--- src/rtl/keycode_event_queue_pkg.sv ---
// Shared types for the keycode event queue.
// Event record layout, event kinds and FSM states.
package keycode_event_pkg;

  localparam logic [7:0] KEY_NONE = 8'h00;

  typedef enum logic [1:0] {
    EV_PRESS   = 2'd0,
    EV_RELEASE = 2'd1,
    EV_REPEAT  = 2'd2
  } ev_kind_t;

  typedef struct packed {
    logic [7:0] code;
    ev_kind_t   kind;
  } ev_t;

  typedef enum logic [1:0] {
    S_IDLE  = 2'd0,
    S_REL   = 2'd1,
    S_PRESS = 2'd2
  } state_t;

endpackage

--- src/rtl/keycode_event_queue_if.sv ---
// Event pop port of the keycode event queue.
// master = queue side, slave = consumer side.
interface keycode_event_queue_if #(
  parameter int DEPTH = 8
) ();

  logic                     ev_valid;
  logic                     ev_ready;
  logic [7:0]               ev_code;
  logic [1:0]               ev_kind;
  logic [$clog2(DEPTH):0]   count;
  logic                     overflow;
  logic                     clear_overflow;

  modport master (
    output ev_valid,
    output ev_code,
    output ev_kind,
    output count,
    output overflow,
    input  ev_ready,
    input  clear_overflow
  );

  modport slave (
    input  ev_valid,
    input  ev_code,
    input  ev_kind,
    input  count,
    input  overflow,
    output ev_ready,
    output clear_overflow
  );

endinterface

--- src/rtl/keycode_event_queue_sync_fifo.sv ---
// Generic first-word fall-through FIFO.
// A pop frees its slot in the same cycle, so push+pop when full is accepted.
module sync_fifo #(
  parameter int WIDTH = 10,
  parameter int DEPTH = 8
) (
  input  logic                   clk,
  input  logic                   rst,
  input  logic                   push,
  input  logic [WIDTH-1:0]       din,
  input  logic                   pop,
  output logic [WIDTH-1:0]       dout,
  output logic                   full,
  output logic                   empty,
  output logic [$clog2(DEPTH):0] count
);

  localparam int AW = $clog2(DEPTH);
  localparam int CW = AW + 1;

  logic [WIDTH-1:0] mem_q [DEPTH];
  logic [WIDTH-1:0] mem_d [DEPTH];
  logic [AW-1:0]    wptr_q, wptr_d;
  logic [AW-1:0]    rptr_q, rptr_d;
  logic [CW-1:0]    cnt_q, cnt_d;
  logic             pop_ok;
  logic             push_ok;

  assign empty = (cnt_q == '0);
  assign full  = (cnt_q == CW'(DEPTH));
  assign count = cnt_q;
  assign dout  = mem_q[rptr_q];

  // Next pointers, occupancy and storage write.
  always_comb begin
    pop_ok  = pop && !empty;
    push_ok = push && (!full || pop_ok);
    mem_d   = mem_q;
    wptr_d  = wptr_q;
    rptr_d  = rptr_q;
    cnt_d   = cnt_q;
    if (push_ok) begin
      mem_d[wptr_q] = din;
      wptr_d        = wptr_q + 1'b1;
    end
    if (pop_ok) begin
      rptr_d = rptr_q + 1'b1;
    end
    unique case ({push_ok, pop_ok})
      2'b10:   cnt_d = cnt_q + 1'b1;
      2'b01:   cnt_d = cnt_q - 1'b1;
      default: cnt_d = cnt_q;
    endcase
  end

  // FIFO state registers.
  always_ff @(posedge clk) begin
    if (rst) begin
      mem_q  <= '{default: '0};
      wptr_q <= '0;
      rptr_q <= '0;
      cnt_q  <= '0;
    end else begin
      mem_q  <= mem_d;
      wptr_q <= wptr_d;
      rptr_q <= rptr_d;
      cnt_q  <= cnt_d;
    end
  end

endmodule

--- src/rtl/keycode_event_queue.sv ---
// Turns the keycode PIO level into PRESS/RELEASE/REPEAT events.
// Input debounce, event FSM and typematic timer feed an event FIFO.
module keycode_event_queue #(
  parameter int DEPTH         = 8,
  parameter int STABLE_CYCLES = 4,
  parameter int REPEAT_DELAY  = 25_000_000,
  parameter int REPEAT_RATE   = 5_000_000
) (
  input  logic                 Clk,
  input  logic                 Reset,
  input  logic [7:0]           keycode_in,
  keycode_event_queue_if.master ev
);

  import keycode_event_pkg::*;

  localparam int SW   = $clog2(STABLE_CYCLES + 1);
  localparam int RMAX = (REPEAT_DELAY > REPEAT_RATE) ?
                        REPEAT_DELAY : REPEAT_RATE;
  localparam int RW   = $clog2(RMAX + 1);
  localparam int CW   = $clog2(DEPTH) + 1;

  logic [7:0]    samp_q, samp_d;
  logic [SW-1:0] stab_q, stab_d;
  logic [7:0]    cur_q, cur_d;
  logic [7:0]    pend_q, pend_d;
  logic [RW-1:0] rpt_q, rpt_d;
  logic          first_q, first_d;
  state_t        state_q, state_d;
  logic          overflow_q, overflow_d;

  logic          accept;
  logic          rpt_end;
  logic          push;
  ev_t           push_ev;
  ev_t           head;
  logic [9:0]    fifo_dout;
  logic          fifo_full;
  logic          fifo_empty;
  logic [CW-1:0] fifo_count;
  logic          drop;

  // Sample the PIO and count how long the sample has been steady.
  always_comb begin
    samp_d = keycode_in;
    stab_d = stab_q;
    if (samp_d != samp_q) begin
      stab_d = SW'(1);
    end else if (stab_q != SW'(STABLE_CYCLES)) begin
      stab_d = stab_q + 1'b1;
    end
  end

  assign accept  = (stab_q == SW'(STABLE_CYCLES)) &&
                   (samp_q != cur_q) &&
                   (state_q == S_IDLE);
  assign rpt_end = (rpt_q == (first_q ? RW'(REPEAT_DELAY - 1)
                                      : RW'(REPEAT_RATE - 1)));

  // Event FSM and repeat timer; at most one enqueue per cycle.
  always_comb begin
    state_d = state_q;
    cur_d   = cur_q;
    pend_d  = pend_q;
    rpt_d   = rpt_q;
    first_d = first_q;
    push    = 1'b0;
    push_ev = '{code: KEY_NONE, kind: EV_PRESS};
    unique case (state_q)
      S_IDLE: begin
        if (accept) begin
          pend_d = samp_q;
          if (cur_q != KEY_NONE) begin
            state_d = S_REL;
          end else begin
            state_d = S_PRESS;
          end
        end else if (cur_q != KEY_NONE) begin
          if (rpt_end) begin
            push    = 1'b1;
            push_ev = '{code: cur_q, kind: EV_REPEAT};
            rpt_d   = '0;
            first_d = 1'b0;
          end else begin
            rpt_d = rpt_q + 1'b1;
          end
        end else begin
          rpt_d = '0;
        end
      end
      S_REL: begin
        push    = 1'b1;
        push_ev = '{code: cur_q, kind: EV_RELEASE};
        cur_d   = KEY_NONE;
        rpt_d   = '0;
        state_d = (pend_q != KEY_NONE) ? S_PRESS : S_IDLE;
      end
      S_PRESS: begin
        push    = 1'b1;
        push_ev = '{code: pend_q, kind: EV_PRESS};
        cur_d   = pend_q;
        rpt_d   = '0;
        first_d = 1'b1;
        state_d = S_IDLE;
      end
      default: state_d = S_IDLE;
    endcase
  end

  // A full FIFO drops the event unless the consumer pops this cycle.
  assign drop = push && fifo_full && !(ev.ev_ready && !fifo_empty);

  // Sticky overflow; a drop beats a simultaneous clear.
  always_comb begin
    overflow_d = overflow_q;
    if (drop) begin
      overflow_d = 1'b1;
    end else if (ev.clear_overflow) begin
      overflow_d = 1'b0;
    end
  end

  // Sampler, FSM and flag registers.
  always_ff @(posedge Clk) begin
    if (Reset) begin
      samp_q     <= KEY_NONE;
      stab_q     <= '0;
      cur_q      <= KEY_NONE;
      pend_q     <= KEY_NONE;
      rpt_q      <= '0;
      first_q    <= 1'b0;
      state_q    <= S_IDLE;
      overflow_q <= 1'b0;
    end else begin
      samp_q     <= samp_d;
      stab_q     <= stab_d;
      cur_q      <= cur_d;
      pend_q     <= pend_d;
      rpt_q      <= rpt_d;
      first_q    <= first_d;
      state_q    <= state_d;
      overflow_q <= overflow_d;
    end
  end

  sync_fifo #(
    .WIDTH (10),
    .DEPTH (DEPTH)
  ) u_fifo (
    .clk   (Clk),
    .rst   (Reset),
    .push  (push),
    .din   (push_ev),
    .pop   (ev.ev_ready),
    .dout  (fifo_dout),
    .full  (fifo_full),
    .empty (fifo_empty),
    .count (fifo_count)
  );

  assign head        = ev_t'(fifo_dout);
  assign ev.ev_valid = !fifo_empty;
  assign ev.ev_code  = fifo_empty ? KEY_NONE : head.code;
  assign ev.ev_kind  = fifo_empty ? 2'd0 : head.kind;
  assign ev.count    = fifo_count;
  assign ev.overflow = overflow_q;

endmodule

--- src/flat_wrapper.sv ---
// flat-port wrapper written by rule: the top's interface ports become plain ports
module keycode_event_queue_flat import keycode_event_pkg::*;
#(
  parameter int DEPTH         = 8,
  parameter int STABLE_CYCLES = 4,
  parameter int REPEAT_DELAY  = 25_000_000,
  parameter int REPEAT_RATE   = 5_000_000
)
  (Clk, Reset, keycode_in, ev_ev_valid, ev_ev_code, ev_ev_kind, ev_count, ev_overflow, ev_ev_ready, ev_clear_overflow);
  keycode_event_queue_if #(.DEPTH(DEPTH)) ev_i ();
  input  logic Clk;
  input  logic Reset;
  input  logic [7:0] keycode_in;
  output wire logic [$bits(ev_i.ev_valid)-1:0] ev_ev_valid;
  output wire logic [$bits(ev_i.ev_code)-1:0] ev_ev_code;
  output wire logic [$bits(ev_i.ev_kind)-1:0] ev_ev_kind;
  output wire logic [$bits(ev_i.count)-1:0] ev_count;
  output wire logic [$bits(ev_i.overflow)-1:0] ev_overflow;
  input wire logic [$bits(ev_i.ev_ready)-1:0] ev_ev_ready;
  input wire logic [$bits(ev_i.clear_overflow)-1:0] ev_clear_overflow;
  assign ev_ev_valid = ev_i.ev_valid;
  assign ev_ev_code = ev_i.ev_code;
  assign ev_ev_kind = ev_i.ev_kind;
  assign ev_count = ev_i.count;
  assign ev_overflow = ev_i.overflow;
  assign ev_i.ev_ready = ev_ev_ready;
  assign ev_i.clear_overflow = ev_clear_overflow;
  keycode_event_queue #(.DEPTH(DEPTH), .STABLE_CYCLES(STABLE_CYCLES), .REPEAT_DELAY(REPEAT_DELAY), .REPEAT_RATE(REPEAT_RATE)) u_core (.Clk(Clk), .Reset(Reset), .keycode_in(keycode_in), .ev(ev_i));
endmodule
--- config.mk ---
export PLATFORM = sky130hd
export DESIGN_NAME = keycode_event_queue_flat
export DESIGN_NICKNAME = d
export VERILOG_FILES = /design/src/rtl/keycode_event_queue_pkg.sv /design/src/rtl/keycode_event_queue_if.sv /design/src/rtl/keycode_event_queue_sync_fifo.sv /design/src/rtl/keycode_event_queue.sv /design/src/flat_wrapper.sv
export SDC_FILE = /design/constraint.sdc
export NUM_CORES = 1
export LEC_CHECK = 0
export ABC_AREA = 1
export CORE_MARGIN = 1
export CORE_UTILIZATION = 30
export CTS_CLUSTER_SIZE = 28
export DETAILED_ROUTE_END_ITERATION = 8
export PLACE_DENSITY = 0.57
export SLEW_MARGIN = 10
export SYNTH_ARGS = -nofsm -noshare
export SYNTH_HDL_FRONTEND = slang
export SYNTH_SLANG_ARGS = --single-unit
export TNS_END_PERCENT = 100
--- constraint.sdc ---
create_clock -name Clk -period 9.3 [get_ports Clk]
set_clock_uncertainty 0.15 [all_clocks]
set_input_delay 1.86 -clock Clk [delete_from_list [all_inputs] [get_ports Clk]]
set_output_delay 1.86 -clock Clk [all_outputs]
set_load 0.01 [all_outputs]
==> impl_metrics.yaml <==
run_status:
  status: "complete, no violations"
pwr:
  power.switching_w: 0.000855
  power.leakage_nw: 3.92
  p_total_w: 0.00228
  combPwrFrac: 0.333
  switching_share: 0.374
  sequentialPowerShare: 0.330
  powerDensity_mw_per_mm2: 255
  ir_drop_uv: 108
  clockPowerShare: 0.337
  p_int_w: 0.00143
cells_and_area:
  final_cell_area_mm2: 0.00895
  areaGrowthSynthToFinish_pct: 13.9
  antennaDiodeCount: 0
  final_core_util: 0.351
  finalNonFillerCells: 1566
  drive_gt1_frac: 0.0558
  final_nets: 1247
  seqCellArea_mm2: 0.00292
  fill_cells: 2746
  multi_input_comb_area_mm2: 0.00398
worst_setup_path:
  crit_path_start: "u_core.u_fifo.rptr_q[1]$_SDFFE_PP0P_"
  worst-path-max-fanout: 23
  reg2reg_depth: 16
  r2r_end: "u_core.u_fifo.count[2]$_SDFFE_PP0P_"
  cp_data_required_time_ps: 7290
  critical_path_class: "reg -> out"
  cp-start-kind: "register"
  r2r_setup_slack_ps: 5580
  rr_startpoint: "u_core.state_q[0]$_SDFFE_PP0P_"
  worstPathArrival_ps: 3370
  cp-end-kind: "output pin"
clock_network:
  worstSkewPairLatency_ps: 430
  post-cts-setup-buffers: 0
  hold_buffers: 0
  clkTransAtPathRegs_ps: 60
  cts-buffers-inserted: 17
  clock_tree.root_cell: "clkbuf_16"
  ctsResizeCount: 0
  htree_levels: 4
  clock-sinks: 146
  tritoncts: "built"
  clockBufferDepth: 2
synth:
  synth_top_area_share: 0.372
  ys_seq_area_frac: 0.372
  netlist_instances: 1226
  syn_nets: 1250
  synth_seq_cells: 146
  synth_area_leaders: "dfxtp_1, nand2_1, nor2_1"
  yosys.area.top_type: "dfxtp_1"
  synth_top_family_by_area: "simple AND/OR/NAND/NOR gates"
  ys_types: 40
  synthesis.yosys.warnings: 0
  synthAdderAreaFrac: 0.0191
  synth_xor_area_frac: 0.0279
  avgSynthCellArea_um2: 6.41
  synth.area.mux_share: 0
  synthSimpleGateAreaFrac: 0.330
  syn_area_mm2: 0.00786
  synth_compound_area_frac: 0.129
timing:
  relSlewSlack: 0.244
  drv_slew: 0
  fin_crit_sh: 0.578
  hold_viol_final: 0
  max_freq_ghz: 0.186
  period_minus_slack_ps: 5380
  worst_slew_pin_slew_ps: 1130
  rsz0062_at_grt: "no"
  finalSetupTns_ps: 0
  setup_violations: 0
placement:
  dpl_cell_area_mm2: 0.00829
  dp.cells: 1534
  gp_congestion: 0.857
  port_buffers: 27
  dp_hpwl_um: 13100
global_routing:
  use_met2: 0.253
  use_met3: 0.0268
  antenna_found_initial: 0
  grt_first_pass_wirelength_um: 33100
  grt.total_usage: 0.156
  grt-ovfl-total: 0
  grt_pass1_vias: 6525
  gr-max-usage-layer: "met2"
  grt_max_degree: 107
  grt_util_met1: 0.208
die:
  die_h_um: 164
  core-area_mm2: 0.0255
  rows: 58
  die_w_um: 164
  start_util: 0.308
  dieArea_mm2: 0.0268
  ioPinCount: 28
detailed_routing:
  first_iter_violations: 481
  wl_per_cell_um: 12.6
  drtPass1Iterations: 5
  ant_nets: 0
  vias_per_cell: 4.54
  routed_wl_um: 19700
  drc_errors: 0
  route.vias.total: 7117
run:
  drv_cap: 0
min_path:
  holdPathEnd: "u_core.u_fifo.mem_q[41]$_SDFFE_PP0P_"
  hp-class: "reg -> reg"
  whs_path_depth: 2
  min-delay-start: "u_core.u_fifo.mem_q[41]$_SDFFE_PP0P_"
-- layout by cell type (no fill, tap or decap), types with 13 or more instances in the layout --
master,Yosys,layout
nor3_1,14,14
dfxtp_1,146,146
nand2_1,299,299
nand3_1,34,34
inv_1,176,176
clkdlybuf4s50_1,0,27
a21oi_1,88,88
nand4_1,22,22
xnor2_1,13,13
clkbuf_16,0,17
nor2_1,220,220
o21ai_0,77,77
-- through the flow --
stage	hold slack [ps]	setup slack [ps]
finish	295	3920
global route	322	3720
CTS	297	3950
detailed placement	288	4410
global placement	285	4470
floorplan	267	5450
-- final cells by class --
| class | instances | area share |
|---|---|---|
| Multi-Input combinational cell | 845 | 0.444 |
| Sequential cell | 146 | 0.327 |
| Inverter | 182 | 0.0763 |
| Clock buffer | 17 | 0.0475 |
| Tap cell | 330 | 0.0461 |
| Timing Repair Buffer | 31 | 0.0336 |
| Clock inverter | 15 | 0.0256 |
-- worst max path at each step --
stage,to
after floorplan,u_core.u_fifo.count[2]$_SDFFE_PP0P_
after global placement,ev_ev_kind[1]
after detailed placement,ev_ev_kind[1]
after CTS,ev_ev_kind[1]
after global routing,ev_ev_kind[1]
final,ev_ev_kind[1]
-- kinds of logic (layout without fill, tap and decap cells) --
group | after synthesis | count (layout)
simple gates | 617 | 617
xor+xnor | 25 | 25
compound gates | 191 | 191
flops | 146 | 146
buf+inv | 235 | 245
fa+ha+maj | 12 | 12
-- power by group through the flow --
stage          combinational [W]  sequential, W  clock, W
6_report                0.000760       0.000755  0.000769
5_1_grt                 0.000864       0.000765  0.000814
4_1_cts                 0.000769       0.000754  0.000785
3_5_place_dp            0.000766       0.000768         0
3_3_place_gp            0.000757       0.000766         0
2_1_floorplan           0.000582       0.000743         0
-- worst max-delay path, stage by stage, from the launching register on --
cell	delay, ps
dfxtp_1	910
inv_1	630
a21oi_1	250
o21ai_0	110
nand3_1	110
nand2_1	60
a31oi_1	280
clkdlybuf4s50_1	600
-- routing by layer --
metal	routed length, um	vias to the layer above	part of all wire
li1	-	3815	-
met5	0	-	0
met2	9000	91	0.46
met4	310	0	0.016
met3	536	20	0.027
met1	9830	3191	0.50
-- registers in the layout (all words and copies together), names as in the netlist --
register              cells
u_core.u_fifo.wptr_q      3
u_core.samp_q             8
u_core.ev.overflow        1
u_core.pend_q             8
u_core.u_fifo.count       4
u_core.state_q            2
u_core.cur_q              8
u_core.u_fifo.mem_q      80
u_core.rpt_q             25
u_core.stab_q             3
u_core.first_q            1
u_core.u_fifo.rptr_q      3
-- cell usage after synthesis --
cell	count
a21boi_0	1
nand2_2	8
nand4_4	1
buf_4	3
inv_2	2
nor3_1	14
nor4_1	3
a21oi_2	6
nor2_2	1
nand3_2	6
nand3_4	4
ha_1	12
or2_2	2
a31oi_1	11
o211ai_1	1
a21o_1	1
inv_1	176
o31ai_1	1
nand4_1	22
xor2_1	12
o21ai_0	77
o21a_1	1
a211oi_1	2
nand2_1	299
xnor2_1	13
nand3_1	34
clkinv_1	4
dfxtp_1	146
o21ai_1	1
buf_1	6
nand2_4	1
buf_2	10
nor2_4	1
o21bai_1	1
clkbuf_1	28
nor2_1	220
and3_1	1
buf_6	5
buf_12	1
a21oi_1	88
(Power assumes the default switching activity.)
